## src/rtl/axis_packet_gen_pkg.sv

```systemverilog
// Shared definitions for the AXI-Stream packet generator: defaults, state encoding
// and where the packet/beat indices sit inside each data beat.
package axis_packet_gen_pkg;

    localparam int DATA_WIDTH_DEFAULT = 512;
    localparam logic [7:0] FILL_BYTE = 8'hA5;

    typedef enum logic {
        IDLE = 1'b0,
        SEND = 1'b1
    } state_t;

    localparam int PKT_IDX_LSB    = 0;
    localparam int PKT_IDX_WIDTH  = 64;
    localparam int BEAT_IDX_LSB   = PKT_IDX_LSB + PKT_IDX_WIDTH;
    localparam int BEAT_IDX_WIDTH = 8;
    // First bit of the constant fill region; the region always starts on a byte boundary.
    localparam int FILL_LSB       = BEAT_IDX_LSB + BEAT_IDX_WIDTH;

endpackage

```

## src/rtl/axis_packet_gen_if.sv

```systemverilog
// AXI-Stream bundle between the packet generator and the framing path.
interface axis_packet_gen_if #(
    parameter int DATA_WIDTH = 512
);
    logic [DATA_WIDTH-1:0] tdata;
    logic                  tvalid;
    logic                  tlast;
    logic                  tready;

    modport master (
        output tdata,
        output tvalid,
        output tlast,
        input  tready
    );

    modport slave (
        input  tdata,
        input  tvalid,
        input  tlast,
        output tready
    );
endinterface

```

## src/rtl/axis_packet_gen.sv

```systemverilog
// Single-channel AXI-Stream traffic source: on start, emits count packets of
// packet_length beats back-to-back, honouring downstream backpressure.
//
// state | meaning
// IDLE  | waiting for an accepted start; outputs quiet, packets_sent holds last result
// SEND  | streaming beats; advances only on tvalid && tready
module axis_packet_gen
    import axis_packet_gen_pkg::*;
#(
    parameter int         DATA_WIDTH = DATA_WIDTH_DEFAULT,
    parameter logic [7:0] FILL_BYTE  = axis_packet_gen_pkg::FILL_BYTE
) (
    input  logic                      clk,
    input  logic                      resetn,
    input  logic                      start,
    input  logic [63:0]               count,
    input  logic [7:0]                packet_length,
    axis_packet_gen_if.master         axis,
    output logic                      busy,
    output logic [63:0]               packets_sent
);

    state_t                      state;
    logic [PKT_IDX_WIDTH-1:0]    pkts_total;
    logic [PKT_IDX_WIDTH-1:0]    pkt_idx;
    logic [BEAT_IDX_WIDTH-1:0]   beats_total;
    logic [BEAT_IDX_WIDTH-1:0]   beat_idx;
    logic                        tvalid_r;
    logic                        tlast_r;
    logic [DATA_WIDTH-1:0]       beat;
    logic                        xfer;

    assign xfer = tvalid_r && axis.tready;

    always_ff @(posedge clk) begin
        if (!resetn) begin
            state        <= IDLE;
            pkts_total   <= '0;
            pkt_idx      <= '0;
            beats_total  <= '0;
            beat_idx     <= '0;
            tvalid_r     <= 1'b0;
            tlast_r      <= 1'b0;
            busy         <= 1'b0;
            packets_sent <= '0;
        end else begin
            case (state)
                IDLE: begin
                    if (start && (count != 64'd0) && (packet_length != 8'd0)) begin
                        state        <= SEND;
                        pkts_total   <= count;
                        beats_total  <= packet_length;
                        pkt_idx      <= '0;
                        beat_idx     <= '0;
                        packets_sent <= '0;
                        busy         <= 1'b1;
                        tvalid_r     <= 1'b1;
                        tlast_r      <= (packet_length == 8'd1);
                    end
                end
                SEND: begin
                    if (xfer) begin
                        if (tlast_r) begin
                            packets_sent <= packets_sent + 64'd1;
                            beat_idx     <= '0;
                            if (pkt_idx == pkts_total - 64'd1) begin
                                state    <= IDLE;
                                busy     <= 1'b0;
                                tvalid_r <= 1'b0;
                                tlast_r  <= 1'b0;
                            end else begin
                                pkt_idx  <= pkt_idx + 64'd1;
                                tlast_r  <= (beats_total == 8'd1);
                            end
                        end else begin
                            // Next beat is the last one when beat_idx+1 == beats_total-1.
                            beat_idx <= beat_idx + 8'd1;
                            tlast_r  <= ((beat_idx + 8'd2) == beats_total);
                        end
                    end
                end
                default: begin
                    state    <= IDLE;
                    busy     <= 1'b0;
                    tvalid_r <= 1'b0;
                    tlast_r  <= 1'b0;
                end
            endcase
        end
    end

    // Data is derived from the registered indices, so it is stable while stalled.
    always_comb begin
        beat = '0;
        if (tvalid_r) begin
            for (int b = FILL_LSB / 8; b < DATA_WIDTH / 8; b++) begin
                beat[b*8 +: 8] = FILL_BYTE;
            end
            beat[PKT_IDX_LSB +: PKT_IDX_WIDTH]   = pkt_idx;
            beat[BEAT_IDX_LSB +: BEAT_IDX_WIDTH] = beat_idx;
        end
    end

    assign axis.tdata  = beat;
    assign axis.tvalid = tvalid_r;
    assign axis.tlast  = tlast_r;

endmodule

```

## src/flat_wrapper.sv

```systemverilog
// flat-port wrapper written by rule: the top's interface ports become plain ports
module axis_packet_gen_flat import axis_packet_gen_pkg::*;
#(
    parameter int         DATA_WIDTH = DATA_WIDTH_DEFAULT,
    parameter logic [7:0] FILL_BYTE  = axis_packet_gen_pkg::FILL_BYTE
)
  (clk, resetn, start, count, packet_length, busy, packets_sent, axis_tdata, axis_tvalid, axis_tlast, axis_tready);
  axis_packet_gen_if #(.DATA_WIDTH(DATA_WIDTH)) axis_i ();
  input  logic clk;
  input  logic resetn;
  input  logic start;
  input  logic [63:0] count;
  input  logic [7:0] packet_length;
  output logic busy;
  output logic [63:0] packets_sent;
  output wire logic [$bits(axis_i.tdata)-1:0] axis_tdata;
  output wire logic [$bits(axis_i.tvalid)-1:0] axis_tvalid;
  output wire logic [$bits(axis_i.tlast)-1:0] axis_tlast;
  input wire logic [$bits(axis_i.tready)-1:0] axis_tready;
  assign axis_tdata = axis_i.tdata;
  assign axis_tvalid = axis_i.tvalid;
  assign axis_tlast = axis_i.tlast;
  assign axis_i.tready = axis_tready;
  axis_packet_gen #(.DATA_WIDTH(DATA_WIDTH), .FILL_BYTE(FILL_BYTE)) u_core (.clk(clk), .resetn(resetn), .start(start), .count(count), .packet_length(packet_length), .axis(axis_i), .busy(busy), .packets_sent(packets_sent));
endmodule
```

## config.mk

```make
export PLATFORM = sky130hd
export DESIGN_NAME = axis_packet_gen_flat
export DESIGN_NICKNAME = d
export VERILOG_FILES = /design/src/rtl/axis_packet_gen_pkg.sv /design/src/rtl/axis_packet_gen_if.sv /design/src/rtl/axis_packet_gen.sv /design/src/flat_wrapper.sv
export SDC_FILE = /design/constraint.sdc
export NUM_CORES = 1
export LEC_CHECK = 0
export CORE_AREA = 3 3 252 254
export DETAILED_ROUTE_END_ITERATION = 8
export DIE_AREA = 0 0 255 257
export PLACE_DENSITY = 0.53
export SLEW_MARGIN = 40
export SYNTH_ARGS = -nofsm -noshare
export SYNTH_HDL_FRONTEND = slang
export SYNTH_SLANG_ARGS = --single-unit
```

## constraint.sdc

```tcl
create_clock -name clk -period 7 [get_ports clk]
set_input_delay 1.4 -clock clk [delete_from_list [all_inputs] [get_ports clk]]
set_output_delay 1.4 -clock clk [all_outputs]
set_load 0.05 [all_outputs]
```

* After elaboration in Yosys (flattened, before gate mapping)
Cells that the tools add are included.
Word-level totals: flip-flop bits (word level) 211, bits of input ports 76, output and inout port bits 579
Operators by class: add/subtract/negate cells 5, equality and inequality tests 9, mux-type cells 28, bitwise logic cells 1, reductions and logical operators 10
Operator list (number):
- $mux W512 | 1
- $mux W64 | 6
- $pmux W64 S2 | 2
- $add A64 B1 Y64 const B | 2
- $eq A64 B64 Y1 | 1
- $reduce_bool A64 Y1 | 1
- $sub A64 B1 Y64 const B | 1
- $mux W8 | 3
- $eq A8 B1 Y1 const B | 2
- $pmux W8 S2 | 1
- $mux W1 | 12
- $add A8 B1 Y8 const B | 1
- $add A8 B2 Y8 const B | 1
- $eq A8 B8 Y1 | 1
- $ne A2 B2 Y1 const B | 4
- $reduce_and A4 Y1 | 2
- $reduce_bool A8 Y1 | 1
- $pmux W1 S2 | 3
- $reduce_and A2 Y1 | 2
- $logic_and A1 B1 Y1 | 3
- $reduce_and A3 Y1 | 1
- $ne A2 B1 Y1 const B | 1
- $not A1 Y1 | 1

* Depth between registers and ports, before layout
Gate-level depths: netlist of run 1.
word-level depth 6, depth in mapped cells 17

* Worst setup path before layout of run 1
OpenSTA, ideal clock, no wires.
path kind reg2reg, from reg, netlist name u_core.busy, to reg u_core.packets_sent[58], arrival 6767 ps, required time 6930 ps, setup slack 162 ps, stages on the path, launching flop included 10, buffers on the path 2, period minus slack after synthesis 6838 ps, cell sequence dfxtp_1 nand4_1 o31ai_1 and3_1 clkbuf_1 nand2_1 or2_2 clkbuf_1 or3_1 a21oi_1
RTL lines:
- to (signal assigned) | RTL line axis_packet_gen.sv:64 | packets_sent <= packets_sent + 64'd1;
- to (decl) | RTL line axis_packet_gen.sv:20 | output logic [63:0] packets_sent

* Worst setup path in the final report of run 1
from reg u_core.pkts_total[19], to reg u_core.pkt_idx[29]
Between the ends: cells in the longest elaborated chain, start to end 4
RTL lines:
- from (decl) | RTL line axis_packet_gen.sv:24 | logic [PKT_IDX_WIDTH-1:0] pkts_total;
- from (signal assigned) | RTL line axis_packet_gen.sv:51 | pkts_total <= count;
- $sub A64 B1 Y64 | RTL line axis_packet_gen.sv:66 | if (pkt_idx == pkts_total - 64'd1) begin
- $eq A64 B64 Y1 | RTL line axis_packet_gen.sv:66
- $ne A2 B2 Y1 (no line)
- $reduce_and A4 Y1 (no line)
- to (signal assigned) | RTL line axis_packet_gen.sv:72 | pkt_idx <= pkt_idx + 64'd1;
- to (decl) | RTL line axis_packet_gen.sv:25 | logic [PKT_IDX_WIDTH-1:0] pkt_idx;
No other way between the ends. A chain may end at the register's enable or synchronous reset.

==> metrics.cfg, run 1 <==
[run_status]
status=completed

[power_and_ir_drop]
p_seq_share_pct=32.4
irDropWorstVdd_uv=160.9
p_int_uw=2413
total_power_uw=4005
clockPowerShare_pct=35.1
power_leakage_uw=0.007079
swShare_pct=39.76
power_density_mw_per_mm2=201.9
switchingPower_uw=1592
p_comb_share_pct=32.5

[logic_synthesis]
synthFlopType=dfxtp_1
async_flop_share_pct=0
synth_edf_count=0
synth_area_mm2=0.01631
avgSynthCellArea_um2=8.033
netlist_instances=2031
netlist-cell-type-count=73
ys_warn_count=0
ys_seq_area_share_pct=25.89
ys_ff_latch=211

[routing]
drtIter0Drc=793
drt_pass1_iterations=5
routed_wl_um=56790
vias=13950
routedWlPerCell_um=18.92
remaining_drc_errors=0
viasPerCell=4.648
ant_nets=0

[min_path]
min_to=u_core.packets_sent[52]
holdPathStages=2
hp-start=u_core.packets_sent[52]
min_path_type=reg -> reg

[critical_path]
reg2reg_from=u_core.pkts_total[19]
critPathLaunchType=flop
ff2ff_path_depth=11
cp_max_fo=49
crit_type=reg -> reg
r2r_setup_slack_ns=1.70
timing.rr.end=u_core.pkt_idx[29]
endpoint_kind=flop
crit_arrival_ns=5.72
required_ns=7.42

[timing]
slew_headroom_pct=45.79
period_needed_ns=5.301
finalHoldViolCount=0
maxSlewViolCount=0
max_slew.worst_pin.slew_ns=0.8064
fmax_ghz=0.1886
setup_viol=0
period_share_pct=75.73
fin_skew_ns=0.03535
rsz0062_at_grt=no
tns_ns=0

[grt]
antenna_found_initial=7
grt_max_degree=228
grt-ovfl-total=0
track_usage_pct=16.28
grt_pass1_wl_um=82460
grt_pass1_vias=12900

[finish]
syn2layout_area_growth_pct=21.61
multiInputGateArea_mm2=0.009164
fill_cells=6443
drive_gt1_share_pct=4.659
ff_latch_area_mm2=0.004228
fin_nets=2271

[floorplan]
ios=655
coreArea_mm2=0.06148
die_h_um=257
start_util_pct=26.53
dieArea_mm2=0.06554
row_count=91
fp.dieW_um=255

[cts]
cts_buffers=27
clock_latency_ns=0.57
clockRootBuffer=clkbuf_16
clock-sinks=211
cts_resized=0
cts_setup_buffers=0
cts_tree=built
clockBufferDepth=3
htreeDepth=1
cts.reportedPaths.clkPinSlew_ns=0.06
ctsHoldBuffers=0

[job]
maxCapViolCount=0

[place]
port_buffers=434
globalplace.congestion=0.9149
hpwl_um=44460

how the worst max path moves through the flow:
stage | from | end | cells past startpoint
3_3_place_gp | count[58] | u_core.pkt_idx[1] | 9
3_5_place_dp | count[58] | u_core.pkt_idx[50] | 10
2_1_floorplan | u_core.busy | u_core.packets_sent[58] | 9
6_report | u_core.pkts_total[19] | u_core.pkt_idx[29] | 11
5_1_grt | u_core.pkts_total[18] | u_core.pkt_idx[31] | 11
4_1_cts | u_core.pkts_total[18] | u_core.pkt_idx[29] | 11
cell type report:
type	instances	share of cell area, %
multi-input cells	1479	46.19
repair buffers	449	22.62
well taps	790	4.982
flip-flops and latches	211	21.31
clock inverters	14	0.6937
clock buffers	36	3.778
diodes	1	0.01261
inverters	22	0.4162
Yosys cell counts (6+ instances only):
| library cell | number | area [µm²] |
|---|---|---|
| dfxtp_1 | 211 | 4224 |
| and4_1 | 16 | 140.1 |
| a31oi_1 | 10 | 62.56 |
| nand4_1 | 52 | 325.3 |
| o31ai_1 | 29 | 217.7 |
| nor2b_1 | 81 | 506.7 |
| nor4_1 | 55 | 344.1 |
| nand2b_1 | 28 | 175.2 |
| inv_1 | 22 | 82.58 |
| nor3_1 | 41 | 205.2 |
| buf_4 | 442 | 3318 |
| nand3_1 | 57 | 285.3 |
| and3_1 | 35 | 219.0 |
| buf_2 | 8 | 40.04 |
| xor2_1 | 72 | 630.6 |
| a21oi_1 | 65 | 325.3 |
| clkbuf_1 | 75 | 281.5 |
| or4_1 | 48 | 360.4 |
| buf_6 | 6 | 67.56 |
| o21ai_0 | 24 | 120.1 |
| xnor2_1 | 81 | 709.4 |
| nor4b_1 | 7 | 61.31 |
| nand2_1 | 117 | 439.2 |
| nor2_1 | 120 | 450.4 |
| buf_1 | 7 | 26.28 |
| o21ai_1 | 7 | 35.03 |
| or3_1 | 31 | 193.9 |
| mux2i_1 | 98 | 980.9 |
| nor4_2 | 8 | 100.1 |
| and2_1 | 85 | 531.8 |
| a211o_1 | 6 | 52.55 |
per-layer routing:
layer / GRT usage [%] / up-vias / wire length, µm
met1: 20.30 / 6551 / 23350
li1: - / 6710 / -
met4: 5.131 / 2 / 1702
met2: 27.98 / 611 / 27290
met3: 3.305 / 80 / 4435
met5: 0 / - / 8
registers in the layout (all words and copies together) (netlist names):
| name | flops |
|---|---|
| u_core.axis.tlast | 1 |
| u_core.beat_idx | 8 |
| u_core.beats_total | 8 |
| u_core.busy | 1 |
| u_core.packets_sent | 64 |
| u_core.pkt_idx | 64 |
| u_core.pkts_total | 64 |
| u_core.state | 1 |
critical path, cell delays in order (launching register included):
cell,delay [ns]
dfxtp_1,0.39
nor4_2,0.74
nand4_1,0.56
nor2_1,0.32
nand3_1,0.13
xnor2_1,0.40
or4bb_1,0.43
nor4_1,0.56
and2_2,0.77
buf_4,0.53
nor4_1,0.13
mux2i_1,0.15
kinds of logic (layout without fill, tap and decap cells):
kind of cell / Yosys count / in the layout / share of synthesized area, %
simple gates: 816 / 816 / 28.73
mux: 98 / 98 / 6.013
compound gates: 187 / 187 / 7.355
xor+xnor: 153 / 153 / 8.214
buf+inv: 560 / 521 / 23.39
other cells: 1 / 221 / 0.02299
flops: 211 / 211 / 25.89
fa+ha+maj: 5 / 5 / 0.3835
per-stage QoR:
stage / worst slack [ns] / hold WS (ns) / std cells / cell area [µm²] / util [%]
after floorplan: 0.1623 / 0.4708 / 2250 / 17140 / -
after global placement: 1.357 / 0.4851 / 2950 / 18890 / 30.72
after detailed placement: 1.748 / 0.4888 / 2950 / 18910 / 30.75
after CTS: 1.807 / 0.4977 / 3000 / 19790 / 32.19
after global routing: 1.293 / 0.5334 / 3001 / 19840 / 32.27
final: 1.699 / 0.4990 / 3002 / 19840 / 32.27
layout by cell type, fill, tap and decap left out, drive strengths merged, types with 5 or more instances in the layout:
| cell type | count |
|---|---|
| and4 | 16 |
| xnor2 | 81 |
| nor4 | 66 |
| nand4 | 54 |
| o31ai | 29 |
| nand2 | 117 |
| clkbuf | 36 |
| nor3 | 42 |
| a31oi | 10 |
| xor2 | 72 |
| a211o | 6 |
| o211ai | 5 |
| and3 | 35 |
| clkdlybuf4s50 | 433 |
| nand2b | 28 |
| a21oi | 65 |
| ha | 5 |
| o311ai | 5 |
| and2 | 87 |
| a31o | 5 |
| dfxtp | 211 |
| buf | 16 |
| or4 | 49 |
| mux2i | 98 |
| inv | 24 |
| nor2b | 81 |
| nor4b | 7 |
| nand3 | 57 |
| conb | 220 |
| or3 | 32 |
| clkinv | 6 |
| o21ai | 31 |
| nor2 | 120 |
power by group through the flow:
stage / Combinational [µW] / Clock (µW) / Sequential [µW]
after floorplan: 1220 / 0 / 1300
after global placement: 1290 / 0 / 1320
after detailed placement: 1290 / 0 / 1320
after CTS: 1290 / 1450 / 1300
after global routing: 1370 / 1510 / 1300
final: 1300 / 1410 / 1300
Note: power is estimated with default switching activity, not from simulation.
==> run 2, diff against run 1 <==
--- a/config.mk
+++ b/config.mk
@@ -8,7 +8,7 @@
 export CORE_AREA = 3 3 252 254
 export DETAILED_ROUTE_END_ITERATION = 8
 export DIE_AREA = 0 0 255 257
-export PLACE_DENSITY = 0.53
+export PLACE_DENSITY = 0.55
 export SLEW_MARGIN = 40
 export SYNTH_ARGS = -nofsm -noshare
 export SYNTH_HDL_FRONTEND = slang
==> constraint.sdc (replaced) <==
create_clock -name clk -period 4.61 [get_ports clk]
set_input_delay 0.922 -clock clk [delete_from_list [all_inputs] [get_ports clk]]
set_output_delay 0.922 -clock clk [all_outputs]
set_load 0.05 [all_outputs]
==> run 2 against run 1 <==
  * Hold slack improved by 0.0086 ns
  * Highest routed layer is now met4
  * Global-route usage increased by 0.43 points
  * First-iteration DRC count decreased by 7.2%
  * Count of clock-buffer cells in the layout decreased by 6
  * Via count increased by 1.2%
  * Combinational power increased by 58%
  * Final cell count increased by 2.0%
  * Critical path type unchanged
  * Critical endpoint is now u_core.pkt_idx[61]
  * Total power increased by 52%
  * Core utilization increased by 0.86 points
  * Sequential share of layout area decreased by 0.55 points
==> metrics.cfg, run 2 (synthesis results as in run 1) <==
[timing]
maxSlewViolCount=0  ; unchanged
rsz0062_at_grt=no  ; unchanged
fmax_ghz=0.2343  ; was 0.1886 GHz
tns_ns=0  ; unchanged
period_share_pct=92.57  ; was 75.73%
period_needed_ns=4.267  ; was 5.301 ns
max_slew.worst_pin.slew_ns=0.8847  ; was 0.8064 ns
finalHoldViolCount=0  ; unchanged
fin_skew_ns=0.02285  ; was 0.03535 ns
slew_headroom_pct=40.89  ; was 45.79%
whs_ns=0.5076  ; was 0.4990 ns
setup_viol=0  ; unchanged
worst_slack_ns=0.3426  ; was 1.699 ns

[finish]
reg_top3=u_core.packets_sent (64), u_core.pkt_idx (64), u_core.pkts_total (64)  ; unchanged
fill_cells=6439  ; was 6,443
syn2layout_area_growth_pct=24.85  ; was 21.61%
final_common_cell=clkdlybuf4s50_1  ; unchanged
layout_common_cells=433 x clkdlybuf4s50_1, 220 x conb_1, 210 x dfxtp_1  ; unchanged
drive_gt1_share_pct=7.218  ; was 4.659%
fin_nets=2335  ; was 2,271

[floorplan]
coreArea_mm2=0.06148  ; unchanged
start_util_pct=26.53  ; unchanged
die_h_um=257  ; unchanged
dieArea_mm2=0.06554  ; unchanged
fp.dieW_um=255  ; unchanged
ios=655  ; unchanged
row_count=91  ; unchanged

[critical_path]
critPathBufInv=3  ; was 1
critPathLaunchType=flop  ; unchanged
endpoint_kind=flop  ; unchanged
r2r_setup_slack_ns=0.34  ; was 1.70 ns
cpPeakStageDelay_ns=0.47  ; was 0.77 ns
cp_max_fo=41  ; was 49
crit_arrival_ns=4.70  ; was 5.72 ns
crit_type=reg -> reg  ; unchanged
required_ns=5.04  ; was 7.42 ns
ff2ff_path_depth=14  ; was 11
crit_family=simple AND/OR/NAND/NOR gates  ; unchanged
crit_chain=inv_1 > ha_1 > nor4b_1 > nand4_1 > nor4bb_1 > xnor2_1 > or3b_1 > a211o_1 > nor4_1 > buf_4 > and2_2 > buf_12 > nor4_1 > mux2i_1  ; was nor4_2 > nand4_1 > nor2_1 > nand3_1 > xnor2_1 > or4bb_1 > nor4_1 > and2_2 > buf_4 > nor4_1 > mux2i_1
timing.rr.end=u_core.pkt_idx[61]  ; was u_core.pkt_idx[29]
crit_top_cell=nor4_1  ; unchanged
reg2reg_from=u_core.pkts_total[1]  ; was u_core.pkts_total[19]
critPathSlowestCell=nor4bb_1  ; was and2_2

[grt]
grt_pass1_wl_um=84900  ; was 82,460 µm
track_usage_pct=16.71  ; was 16.28%
grt_pass1_vias=13270  ; was 12,900
grt_max_degree=100  ; was 228
grt-ovfl-total=0  ; unchanged
antenna_found_initial=0  ; was 7

[min_path]
holdPathStages=2  ; unchanged
min_path_type=reg -> reg  ; unchanged
min_to=u_core.packets_sent[58]  ; was u_core.packets_sent[52]
hp-start=u_core.packets_sent[58]  ; was u_core.packets_sent[52]

[routing]
routed_wl_um=58160  ; was 56,790 µm
routedWlPerCell_um=18.99  ; was 18.92 µm
drtIter0Drc=736  ; was 793
drt_pass1_iterations=4  ; was 5
ant_nets=0  ; unchanged
viasPerCell=4.611  ; was 4.648
vias=14130  ; was 13,950
remaining_drc_errors=0  ; unchanged

[power_and_ir_drop]
p_seq_share_pct=32.3  ; was 32.4%
power_density_mw_per_mm2=298.1  ; was 201.9 mW/mm²
p_int_uw=3649  ; was 2413 µW
clockPowerShare_pct=33.9  ; was 35.1%
power_leakage_uw=0.007407  ; was 0.007079 µW
p_comb_share_pct=33.8  ; was 32.5%
irDropWorstVdd_uv=252.4  ; was 160.9 µV
swShare_pct=39.91  ; was 39.76%
switchingPower_uw=2423  ; was 1592 µW

[cts]
cts_buffers=26  ; was 27
ctsHoldBuffers=0  ; unchanged
clockRootBuffer=clkbuf_16  ; unchanged
clock-sinks=211  ; unchanged
clock_latency_ns=0.56  ; was 0.57 ns
cts_tree=built  ; unchanged
htreeDepth=1  ; unchanged
cts.reportedPaths.clkPinSlew_ns=0.06  ; about the same
cts_resized=0  ; unchanged
clockBufferDepth=3  ; unchanged
cts_setup_buffers=0  ; unchanged

[place]
hpwl_um=47050  ; was 44,460 µm
globalplace.congestion=0.9134  ; was 0.9149
dp_slack_ns=0.3212  ; was 1.748 ns
port_buffers=434  ; unchanged

[job]
maxCapViolCount=0  ; unchanged

[run_status]
status=completed  ; unchanged

run 2: changes by cell type in the layout (fill, tap and decap cells not counted), moves of 2 or more:
| cell | before | now |
|---|---|---|
| clkinv_4 | 0 | 2 |
| clkbuf_8 | 4 | 1 |
| clkbuf_1 | 5 | 2 |
| buf_4 | 12 | 70 |
| buf_12 | 1 | 10 |
run 2: through the flow:
stage	utilization (%)	power, µW	cell area [µm²]	instances
detailed placement	31.72	4044	19510	3016
floorplan	-	3773	17140	2250
finish	33.13	6072	20370	3063
CTS	33.11	6126	20360	3062
global placement	31.71	4044	19490	3016
global route	33.12	6313	20370	3062
run 2: power by group through the flow:
stage	registers [µW]	logic, µW	clock network (µW)
6_report	1960	2050	2060
5_1_grt	1970	2150	2190
4_1_cts	1960	2040	2120
3_5_place_dp	2000	2040	0
3_3_place_gp	2010	2040	0
2_1_floorplan	1980	1800	0
run 2: worst max path at each step:
stage	slack, ns	cells past startpoint	to	startpoint
3_3_place_gp	0.07	15	u_core.packets_sent[49]	count[58]
2_1_floorplan	0.97	16	u_core.pkt_idx[34]	u_core.pkts_total[0]
4_1_cts	0.35	14	u_core.pkt_idx[61]	u_core.pkts_total[1]
3_5_place_dp	0.32	14	u_core.packets_sent[26]	count[58]
5_1_grt	0.02	14	u_core.pkt_idx[61]	u_core.pkts_total[1]
6_report	0.34	14	u_core.pkt_idx[61]	u_core.pkts_total[1]
run 2: layer usage:
metal / part of all wire (%) / wire length [µm] / vias up / GRT usage [%]
li1: - / - / 6845 / -
met1: 40 / 23200 / 6652 / 19.77
met2: 49 / 28360 / 556 / 29.48
met3: 8.0 / 4633 / 72 / 4.073
met4: 3.4 / 1971 / 0 / 5.337
met5: 0 / 0 / - / 0
run 2: cell type report:
| class | instances | area, µm² | share of cell area [%] |
|---|---|---|---|
| clock buffer | 30 | 696.9 | 3.422 |
| timing repair buffer | 514 | 5065 | 24.87 |
| multi-input combinational | 1479 | 9150 | 44.92 |
| inverter | 22 | 82.58 | 0.4054 |
| tap | 790 | 988.4 | 4.853 |
| clock inverter | 16 | 155.1 | 0.7617 |
| antenna | 1 | 2.502 | 0.01229 |
| sequential | 211 | 4228 | 20.76 |
run 2: tightest hold or removal path, delay by kind of cell (launching register included):
family,cells,cell delay (ns)
flip-flops,1,0.33
AO/OA/AOI/OAI,2,0.13
==> run 3, diff against run 2 <==
--- a/config.mk
+++ b/config.mk
@@ -9,7 +9,6 @@
 export DETAILED_ROUTE_END_ITERATION = 8
 export DIE_AREA = 0 0 255 257
 export PLACE_DENSITY = 0.55
-export SLEW_MARGIN = 40
 export SYNTH_ARGS = -nofsm -noshare
 export SYNTH_HDL_FRONTEND = slang
 export SYNTH_SLANG_ARGS = --single-unit
==> run 3 against run 2 <==
  * Clock power is 3% higher
  * Count of clock-buffer cells in the layout is 8 higher
  * Hold slack hardly changed
  * Flip-flop and latch count stayed put
  * Critical path type unchanged
  * Largest power group unchanged
==> metrics.cfg, run 3 (synthesis results as in run 1) <==
[run_status]
status=completed  ; unchanged

[place]
globalplace.congestion=0.9134  ; unchanged
dpl_cell_area_mm2=0.01949  ; was 0.01951 mm²
port_buffers=434  ; unchanged
hpwl_um=47080  ; was 47,050 µm

[routing]
routed_wl_um=58320  ; was 58,160 µm
ant_nets=0  ; unchanged
routedWlPerCell_um=19.03  ; was 18.99 µm
drt_pass1_iterations=5  ; was 4
viasPerCell=4.616  ; was 4.611
drtIter0Drc=807  ; was 736
remaining_drc_errors=0  ; unchanged
vias=14140  ; was 14,130

[cts]
clock-sinks=211  ; unchanged
cts.reportedPaths.clkPinSlew_ns=0.06  ; about the same
cts_tree=built  ; unchanged
cts_setup_buffers=0  ; unchanged
ctsHoldBuffers=0  ; unchanged
clock_latency_ns=0.56  ; about the same
clockRootBuffer=clkbuf_16  ; unchanged
clockBufferDepth=3  ; unchanged
htreeDepth=1  ; unchanged
cts_resized=0  ; unchanged
cts_buffers=26  ; unchanged

[grt]
antenna_found_initial=1  ; was 0
grt-ovfl-total=0  ; unchanged
track_usage_pct=16.80  ; was 16.71%
grt_pass1_wl_um=85240  ; was 84,900 µm
grt_pass1_vias=13380  ; was 13,270
grt_max_degree=100  ; unchanged

[timing]
rsz0062_at_grt=no  ; unchanged
max_slew.worst_pin.slew_ns=1.100  ; was 0.8847 ns
finalHoldViolCount=0  ; unchanged
maxSlewViolCount=0  ; unchanged
period_needed_ns=4.338  ; was 4.267 ns
fmax_ghz=0.2305  ; was 0.2343 GHz
tns_ns=0  ; unchanged
slew_headroom_pct=26.08  ; was 40.89%
period_share_pct=94.10  ; was 92.57%
fin_skew_ns=0.02545  ; was 0.02285 ns
setup_viol=0  ; unchanged

[power_and_ir_drop]
p_comb_share_pct=33.3  ; was 33.8%
p_seq_share_pct=32.0  ; was 32.3%
switchingPower_uw=2405  ; was 2423 µW
swShare_pct=39.11  ; was 39.91%
power_density_mw_per_mm2=301.6  ; was 298.1 mW/mm²
p_int_uw=3744  ; was 3649 µW
total_power_uw=6148  ; was 6072 µW
power_leakage_uw=0.007430  ; was 0.007407 µW
clockPowerShare_pct=34.7  ; was 33.9%
irDropWorstVdd_uv=203.8  ; was 252.4 µV

[finish]
stdcell_area_mm2=0.02039  ; was 0.02037 mm²
final_util_pct=33.16  ; was 33.13%
fill_cells=6385  ; was 6,439
final_common_cell=clkdlybuf4s50_1  ; unchanged
syn2layout_area_growth_pct=24.96  ; was 24.85%
layout_common_cells=433 x clkdlybuf4s50_1, 220 x conb_1, 210 x dfxtp_1  ; unchanged
reg_top3=u_core.packets_sent (64), u_core.pkt_idx (64), u_core.pkts_total (64)  ; unchanged
fin_nets=2335  ; unchanged
drive_gt1_share_pct=6.951  ; was 7.218%

[job]
maxCapViolCount=0  ; unchanged

[critical_path]
required_ns=5.05  ; was 5.04 ns
endpoint_kind=flop  ; unchanged
crit_arrival_ns=4.78  ; was 4.70 ns
cp_max_fo=41  ; unchanged
crit_type=reg -> reg  ; unchanged
critPathLaunchType=flop  ; unchanged

[floorplan]
coreArea_mm2=0.06148  ; unchanged
fp.dieW_um=255  ; unchanged
die_h_um=257  ; unchanged
row_count=91  ; unchanged
start_util_pct=26.53  ; unchanged
dieArea_mm2=0.06554  ; unchanged
ios=655  ; unchanged

[min_path]
min_path_type=reg -> reg  ; unchanged

[run 3: path summary, 6_finish.rpt]
path / startpoint / end / slack (ns) / cells after the start
setup / recovery: u_core.pkts_total[1] / u_core.pkt_idx[61] / 0.27 / 14
hold / removal: u_core.packets_sent[58] / u_core.packets_sent[58] / 0.51 / 2
setup reg to reg: u_core.pkts_total[1] / u_core.pkt_idx[61] / 0.27 / 14
hold reg to reg: u_core.packets_sent[58] / u_core.packets_sent[58] / 0.51 / 2
[run 3: final cells by class]
type                    count  area, µm²  area share (%)
multi-input cells        1479       9130           44.78
flip-flops and latches    211       4228           20.74
diodes                      1      2.502         0.01227
well taps                 790      988.4           4.848
repair buffers            514       5065           24.84
clock inverters             9      102.6          0.5032
clock buffers              38      788.3           3.866
inverters                  22      82.58          0.4051
[run 3: metal layers]
layer  wire length (µm)  vias to the layer above  share of wire, %  track usage [%]
met3               4294                       65               7.4            3.810
met1              23530                     6709                40            20.03
met4               1935                        0               3.3            5.527
li1                   -                     6848                 -                -
met2              28560                      521                49            29.59
met5                  0                        -                 0                0
[run 3: power groups by stage]
stage	registers, µW	clock network (µW)	logic [µW]
finish	1970	2130	2050
CTS	1970	2200	2040
floorplan	1980	0	1800
global route	1970	2280	2150
detailed placement	2000	0	2040
global placement	2010	0	2040
[run 3: critical path: stages, from the launching register on]
cell and delay, ns:
dfxtp_1 0.40, inv_1 0.10, ha_1 0.38, nor4b_1 0.37, nand4_1 0.23, nor4bb_1 0.50
xnor2_1 0.21, or3b_1 0.36, a211o_1 0.28, nor4_1 0.43, buf_4 0.22, and2_2 0.25
buf_12 0.22, nor4_1 0.10, mux2i_1 0.13
[run 3: per-stage QoR]
step | hold WS, ns | setup WS [ns] | cells
floorplan | 0.4708 | 0.9737 | 2250
global placement | 0.4811 | 0.06687 | 3016
detailed placement | 0.5031 | 0.01093 | 3016
CTS | 0.5112 | 0.3949 | 3063
global route | 0.5285 | 0.06267 | 3063
finish | 0.5080 | 0.2722 | 3064
